--- src/rtl/sdram_rd_ctrl_burst.sv ---
// SDRAM read-path controller: ACTIVE, READ, capture after CAS latency, optional BST,
// PRECHARGE all, then an end pulse back to the arbiter. All outputs registered.
module sdram_rd_ctrl_burst #(
  parameter int DATA_W  = 16,
  parameter int BA_W    = 2,
  parameter int ROW_W   = 13,
  parameter int COL_W   = 9,
  parameter int CAS_LAT = 3,
  parameter int T_RCD   = 2,
  parameter int T_RP    = 2,
  parameter int BURST_W = COL_W + 1
) (
  input  logic                        sys_clk,
  input  logic                        sys_rst_n,
  input  logic                        init_end_i,
  input  logic                        rd_en_i,
  input  logic [BA_W+ROW_W+COL_W-1:0] rd_addr_i,
  input  logic [BURST_W-1:0]          rd_burst_len_i,
  input  logic [DATA_W-1:0]           rd_data_i,
  output logic                        rd_ack_o,
  output logic                        rd_end_o,
  output logic                        rd_busy_o,
  output logic [3:0]                  rd_cmd_o,
  output logic [BA_W-1:0]             rd_ba_o,
  output logic [ROW_W-1:0]            rd_addr_o,
  output logic [DATA_W-1:0]           rd_sdram_data_o,
  output logic                        rd_data_valid_o
);

  localparam logic [3:0] CMD_NOP = 4'b0111;
  localparam logic [3:0] CMD_ACT = 4'b0011;
  localparam logic [3:0] CMD_RD  = 4'b0101;
  localparam logic [3:0] CMD_BST = 4'b0110;
  localparam logic [3:0] CMD_PRE = 4'b0010;
  localparam int         CNT_W   = BURST_W + 2;
  localparam logic [BURST_W-1:0] FULL_PAGE = BURST_W'(1) << COL_W;

  typedef enum logic [2:0] {S_IDLE, S_ACT, S_TRCD, S_RD, S_DATA, S_PRE, S_TRP} state_t;

  state_t              r_state;
  logic [BURST_W-1:0]  r_cnt;
  logic [BURST_W-1:0]  r_len;
  logic [BA_W-1:0]     r_bank;
  logic [ROW_W-1:0]    r_row;
  logic [COL_W-1:0]    r_col;
  logic [3:0]          r_cmd;
  logic [BA_W-1:0]     r_ba;
  logic [ROW_W-1:0]    r_addr;
  logic                r_ack;
  logic                r_end;
  logic                r_busy;
  logic [DATA_W-1:0]   r_data;
  logic                r_valid;

  logic [CNT_W-1:0]    w_k1;
  logic [CNT_W-1:0]    w_len;
  logic                w_ack_nxt;
  logic                w_bst_nxt;
  logic                w_data_done;
  logic [ROW_W-1:0]    w_col_addr;
  logic [ROW_W-1:0]    w_pre_addr;

  // r_cnt in DATA holds k for cycle READ+k; decisions are made for cycle READ+k+1
  assign w_k1        = {2'b00, r_cnt} + CNT_W'(1);
  assign w_len       = {2'b00, r_len};
  assign w_ack_nxt   = (w_k1 >= CNT_W'(CAS_LAT)) && (w_k1 <= CNT_W'(CAS_LAT) + w_len - CNT_W'(1));
  assign w_bst_nxt   = (w_k1 == w_len) && (r_len != FULL_PAGE);
  assign w_data_done = (w_k1 == CNT_W'(CAS_LAT) + w_len);

  always_comb begin
    w_col_addr              = '0;
    w_col_addr[COL_W-1:0]   = r_col;
    w_col_addr[10]          = 1'b0;
    w_pre_addr              = '0;
    w_pre_addr[10]          = 1'b1;
  end

  always_ff @(posedge sys_clk or negedge sys_rst_n) begin
    if (!sys_rst_n) begin
      r_state <= S_IDLE;
      r_cnt   <= '0;
      r_len   <= '0;
      r_bank  <= '0;
      r_row   <= '0;
      r_col   <= '0;
      r_cmd   <= CMD_NOP;
      r_ba    <= '0;
      r_addr  <= '0;
      r_ack   <= 1'b0;
      r_end   <= 1'b0;
      r_busy  <= 1'b0;
    end else begin
      r_cmd  <= CMD_NOP;
      r_ack  <= 1'b0;
      r_end  <= 1'b0;
      r_busy <= 1'b1;
      case (r_state)
        S_IDLE: begin
          if (rd_en_i && init_end_i && (rd_burst_len_i != '0)) begin
            {r_bank, r_row, r_col} <= rd_addr_i;
            r_len   <= rd_burst_len_i;
            r_state <= S_ACT;
            r_cmd   <= CMD_ACT;
            r_ba    <= rd_addr_i[BA_W+ROW_W+COL_W-1 -: BA_W];
            r_addr  <= rd_addr_i[ROW_W+COL_W-1 -: ROW_W];
          end else begin
            r_busy <= 1'b0;
          end
        end
        S_ACT: begin
          if (T_RCD == 1) begin
            r_state <= S_RD;
            r_cmd   <= CMD_RD;
            r_addr  <= w_col_addr;
          end else begin
            r_state <= S_TRCD;
            r_cnt   <= BURST_W'(1);
          end
        end
        S_TRCD: begin
          if (r_cnt == BURST_W'(T_RCD - 1)) begin
            r_state <= S_RD;
            r_cmd   <= CMD_RD;
            r_addr  <= w_col_addr;
          end else begin
            r_cnt <= r_cnt + BURST_W'(1);
          end
        end
        S_RD: begin
          r_state <= S_DATA;
          r_cnt   <= BURST_W'(1);
          if (r_len == BURST_W'(1)) r_cmd <= CMD_BST;
        end
        S_DATA: begin
          if (w_data_done) begin
            r_state <= S_PRE;
            r_cmd   <= CMD_PRE;
            r_addr  <= w_pre_addr;
          end else begin
            r_cnt <= r_cnt + BURST_W'(1);
            r_ack <= w_ack_nxt;
            if (w_bst_nxt) r_cmd <= CMD_BST;
          end
        end
        S_PRE: begin
          r_state <= S_TRP;
          r_cnt   <= BURST_W'(1);
          r_end   <= (T_RP == 1);
        end
        S_TRP: begin
          if (r_cnt == BURST_W'(T_RP)) begin
            r_state <= S_IDLE;
            r_busy  <= 1'b0;
          end else begin
            r_cnt <= r_cnt + BURST_W'(1);
            r_end <= ((r_cnt + BURST_W'(1)) == BURST_W'(T_RP));
          end
        end
        default: begin
          r_state <= S_IDLE;
          r_busy  <= 1'b0;
        end
      endcase
    end
  end

  // Capture stage: the word present while ack is high is registered for the next cycle
  always_ff @(posedge sys_clk or negedge sys_rst_n) begin
    if (!sys_rst_n) begin
      r_data  <= '0;
      r_valid <= 1'b0;
    end else begin
      r_valid <= r_ack;
      if (r_ack) r_data <= rd_data_i;
    end
  end

  assign rd_ack_o        = r_ack;
  assign rd_end_o        = r_end;
  assign rd_busy_o       = r_busy;
  assign rd_cmd_o        = r_cmd;
  assign rd_ba_o         = r_ba;
  assign rd_addr_o       = r_addr;
  assign rd_sdram_data_o = r_data;
  assign rd_data_valid_o = r_valid;

endmodule

--- config.mk ---
export PLATFORM = sky130hd
export DESIGN_NAME = sdram_rd_ctrl_burst
export DESIGN_NICKNAME = d
export VERILOG_FILES = /design/src/rtl/sdram_rd_ctrl_burst.sv
export SDC_FILE = /design/constraint.sdc
export NUM_CORES = 1
export LEC_CHECK = 0
export BUFFER_PORTS_ARGS = -buffer_cell sky130_fd_sc_hd__clkbuf_2
export CORE_UTILIZATION = 40
export DETAILED_ROUTE_END_ITERATION = 10
export PLACE_DENSITY = 0.73
export SLEW_MARGIN = 25
export SYNTH_ARGS = -nofsm -noshare
export SYNTH_HDL_FRONTEND = slang
export SYNTH_SLANG_ARGS = --single-unit
--- constraint.sdc ---
create_clock -name sys_clk -period 3.58 [get_ports sys_clk]
set_input_delay 0.716 -clock sys_clk [delete_from_list [all_inputs] [get_ports sys_clk]]
set_output_delay 0.716 -clock sys_clk [all_outputs]
set_load 0.01 [all_outputs]
## After elaboration in Yosys (flattened, before gate mapping)

Index checks and enable logic that the tools add are counted.

- Flip-flop bits (word level): 71
- Input port bits: 54

- Add/sub/neg operators: 4
- Reduce and logical (&&, ||, !) cells: 14
- Equal/unequal tests: 20
- Multiplexer cells: 26
- Magnitude comparators: 2

Operators by type and width:

| cell | count |
|---|---|
| $pmux W10 S4 | 1 |
| $mux W13 | 3 |
| $pmux W13 S3 | 1 |
| $mux W10 | 3 |
| $pmux W3 S7 | 1 |
| $eq A10 B1 Y1 const B | 2 |
| $eq A10 B2 Y1 const B | 2 |
| $mux W3 | 6 |
| $ne A2 B2 Y1 const B | 7 |
| $le A11 B12 Y1 | 1 |
| $pmux W3 S4 | 1 |
| $reduce_and A4 Y1 | 3 |
| $sub A12 B1 Y12 const B | 1 |
| $add A10 B1 Y11 const B | 1 |
| $add A2 B10 Y11 const A | 1 |
| $eq A11 B10 Y1 | 1 |
| $eq A11 B11 Y1 | 1 |
| $ge A11 B2 Y1 const B | 1 |
| $add A10 B1 Y10 const B | 1 |
| $ne A10 B10 Y1 const B | 1 |
| $reduce_bool A10 Y1 | 1 |
| $eq A3 B3 Y1 const B | 3 |
| $mux W1 | 8 |
| $eq A3 B2 Y1 const B | 2 |
| 10 further kinds | 13 |

## Logic depth before layout (Yosys ltp)

- Depth after elaboration: 6
- Gate-level depth with buffers: 18

## Least setup slack after synthesis

OpenSTA, ideal clock, no wires.

- Path kind: register -> register
- Start: register r_len[0]
- End: register r_ack, in the netlist rd_ack_o
- Period minus slack after synthesis: 2.978 ns
- Stages on the path, launching flop included: 19
- Setup time: 0.101 ns
- Required time: 3.479 ns
- Setup slack: 0.602 ns
- Data arrival time: 2.877 ns
- Cells stage by stage: dfrtp_1 -> inv_1 -> ha_1 -> nor2b_1 -> buf_2 -> nand2b_1 -> nand3_1 -> nor2_1 -> a21oi_1 -> o22ai_1 -> xnor2_1 -> ha_1 -> a21oi_1 -> nor2b_1 -> o21ai_0 -> o211ai_1 -> a31oi_1 -> nor3_1 -> nor4_1

- Longest elaborated chain between the ends: 6

RTL lines:

| item | line | source |
|---|---|---|
| start: declaration | 42 | `logic [BURST_W-1:0] r_len;` |
| start signal: assignment | 101 | `r_len <= rd_burst_len_i;` |
| $add A2 B10 Y11 (*) | 66, 68 |  |
| $sub A12 B1 Y12 | 66 | `assign w_ack_nxt = (w_k1 >= CNT_W'(CAS_LAT)) && (w_k1 <= CNT_W'(CAS_LAT) + w_len - CNT_W'(1));` |
| $le A11 B12 Y1 | 66 |  |
| $logic_and A1 B1 Y1 | 66 |  |
| $mux W1 (*) | 135 | `if (w_data_done) begin` |
| $mux W1 (*) | 97 | `case (r_state)` |
| end signal: assignment | 141 | `r_ack <= w_ack_nxt;` |
| end: declaration | 49 | `logic r_ack;` |

Mark *: on every way between the ends. The rest lies on a longest branch, timed or not.
A chain may end at the register's enable or synchronous reset.

## Worst setup path in the final report

Same ends and word-level chain as after synthesis.

==> impl_metrics.csv <==
group,metric,value,unit
floorplan,rows,36,
cells_and_area,diodes,0,
timing,fin_crit,3220,ps
global_route,antenna_found_initial,0,
timing,slew_viol_final,0,
logic_synthesis,yosysSeqAreaShare,0.422,
routing,routed-via-count,3378,
outcome,status,"complete, no violations",
timing,relSlewSlack,0.415,
clocking,insertion_delay,340,ps
clocking,clkTransAtPathRegs,80,ps
timing,setup-tns-final,0,ps
routing,first_pass_iters,4,
logic_synthesis,netlist.top_cell.by_area,"dfrtp_1",
pwr,peakVddDrop,0.465,mV
cells_and_area,layout.nets,578,
global_route,grt_usage,0.192,
cells_and_area,design_area,0.00499,sq mm
logic_synthesis,synth_adder_area_share,0.0602,
timing,fin_ws,360,ps
timing,max_slew.worst_pin.slew,877,ps
timing,setup_violations,0,
worst_setup_path,arrival,3460,ps
logic_synthesis,synth_common_cells,"dfrtp_1 (67), mux2_2 (37), a21oi_1 (29), nor2_1 (28)",
floorplan,dieArea,0.0108,sq mm
worst_setup_path,crit_start,"r_len[0]",
routing,via_per_inst,5.27,
floorplan,die_y,104,um
worst_setup_path,cp-end-kind,"flip-flop",
cells_and_area,n_fill_cell,902,
logic_synthesis,ys.flop_type,"dfrtp_1",
clocking,hold_buffers,0,
placed_design,dp_worst_setup_slack,278,ps
cells_and_area,multi_input_area,0.00223,sq mm
logic_synthesis,synthMuxAreaShare,0.103,
timing,max_freq,0.311,GHz
placed_design,port-buffer-count,91,
clocking,cts.sinks,70,
cells_and_area,register_area,0.00176,sq mm
placed_design,dpl_cell_area,0.00476,sq mm
routing,wire_per_inst,15.3,um
logic_synthesis,yosys.area.top_type_share,0.403,
logic_synthesis,ys_async_sr_fraction,1.00,
logic_synthesis,syn_area,0.00416,sq mm
logic_synthesis,ys_types,50,
worst_setup_path,start_kind,"flip-flop",
routing,totalWireLength,9.80,mm
pwr,power_density,931,mW/mm^2
worst_setup_path,worstPathRequired,3820,ps
clocking,clock_path_buffers,2,
logic_synthesis,yosys.area_share.simple,0.176,
floorplan,io_pins,93,
floorplan,core-area,0.00991,sq mm
global_route,gr-total-overflow,0,
clocking,cts_tree,"yes",
min_path,min_path_type,"reg2reg",
clocking,cts-buffers-inserted,9,
global_route,grt_pass1_wl,16.9,mm
worst_setup_path,crit_fanout,8,
routing,drc_errors,0,
min_path,worstHoldStart,"rd_sdram_data_o[7]",
logic_synthesis,synth_edf_count,0,
floorplan,die_w,104,um
placed_design,dp_hpwl,7.34,mm
routing,first_iter_violations,285,
timing,hold_viol,0,
logic_synthesis,syn-num-nets,488,
logic_synthesis,syn_avg_cell_area,10.0,sq um
cells_and_area,layout-area-overhead-vs-synth,20.1,%
logic_synthesis,synth_top_family_by_area,"simple AND/OR/NAND/NOR gates",
global_route,grt_pass1_vias,3408,
logic_synthesis,synth_compound_area_frac,0.105,
placed_design,gp_congestion,0.924,
logic_synthesis,synth_area_leaders,"dfrtp_1 (40%), mux2_2 (10%), ha_1 (6.0%)",
logic_synthesis,yosys_warnings,0,
logic_synthesis,syn_inst,414,
global_route,grt_max_degree,71,
cells_and_area,drive_above_1_share,0.329,
job,drv_cap,0,
logic_synthesis,ys_seq_elements,70,
clocking,h-tree-depth,3,
clocking,clock-root-buffer,"clkbuf_8",
logic_synthesis,synthXorXnorAreaFrac,0.0920,
worst_setup_path,critical_path.reg2reg.startpoint,"r_len[0]",
floorplan,floorplan.initialDensity,0.420,
timing,period_share,0.899,
timing,finClkSkew,9.21,ps
worst_setup_path,path_class,"reg2reg",
timing,grt_setup_unrepaired,"no",
pwr,p_leak,2.36,nW
cells_and_area,final_util,0.504,
routing,final_antenna_net_count,0,
logic_synthesis,synth_most_common_cell,"dfrtp_1",
report_power, final:
group | total (mW) | internal (mW) | switching (mW)
clock network | 0.754 | 0.459 | 0.296
registers | 1.54 | 1.15 | 0.394
logic | 2.35 | 1.07 | 1.28
final cells by class:
cell class,instances,share of cell area
Clock inverter,6,0.0223
Tap cell,133,0.0333
Multi-Input combinational cell,303,0.447
Clock buffer,9,0.0248
Sequential cell,70,0.352
Timing Repair Buffer,102,0.108
Inverter,18,0.0135
per-stage QoR:
step | total power, mW | hold WS (ps) | std cells
5_1_grt | 5.05 | 529 | 641
3_3_place_gp | 3.80 | 488 | 626
2_1_floorplan | 3.22 | 420 | 414
4_1_cts | 4.65 | 514 | 641
6_report | 4.65 | 511 | 641
3_5_place_dp | 3.88 | 496 | 626
routing by layer:
layer,global-route usage,wire (um),vias to the layer above
met4,0.0490,125,0
met1,0.262,4570,1627
li1,-,-,1656
met3,0.0326,364,12
met2,0.316,4740,83
met5,0,0,-
worst max-delay path, cell delays in order, from the launching register on:
cell and delay (ps):
dfrtp_2 450, inv_1 80, ha_1 250, nor2b_1 230
nand2b_1 240, nand3_1 160, nor2_1 120, a21oi_1 50
o22ai_1 200, xnor2_1 150, ha_1 260, a21oi_1 150
nor2b_1 50, o21ai_0 140, o211ai_1 110, a31oi_1 170
nor3_1 80, nor4_1 220
state kept, by name, summed over array words and instances, names as in the netlist, 2 cells and up:
name	flops
r_cnt	10
rd_addr_o	13
rd_sdram_data_o	16
r_state	3
rd_ba_o	2
rd_cmd_o	3
r_col	9
r_len	10
placed cells by master (no fill, tap or decap), types with 5 or more instances in the layout:
cell,n
a22oi_1,9
clkbuf_8,9
ha_1,20
nand4_1,9
o22ai_1,5
nand3_1,13
nand2b_1,7
a22o_1,6
clkbuf_2,90
nor3_1,19
a21oi_1,29
nor4_1,9
dfrtp_1,66
nand2_1,20
o21ai_0,8
xnor2_1,20
mux2_2,37
buf_4,11
xor2_1,20
inv_1,18
nor2_1,28
path summary, 6_finish.rpt:
check / to / slack [ps] / depth (start not counted)
setup / recovery: rd_ack_o / 360 / 17
hold / removal: rd_sdram_data_o[7] / 510 / 1
setup reg to reg: rd_ack_o / 360 / 17
hold reg to reg: rd_sdram_data_o[7] / 510 / 1
max in group asynchronous: r_len[0] / 2370 / 2
min in group asynchronous: rd_sdram_data_o[10] / 560 / 2
repair_timing:
item | CTS | global route
buffers inserted | 0 | 0
resized for setup | 0 | 1
endpoints found under the hold margin | 0 | 0
endpoints found under the setup margin | 0 | 1
kinds of logic (layout without fill, tap and decap cells):
group,count (synthesis),after routing
mux,38,38
buf+inv,41,135
fa+ha+maj,20,20
flops,70,70
xor+xnor,42,42
simple gates,132,132
compound gates,70,70
other cells,1,1
Power figures use the tool's default switching activity.
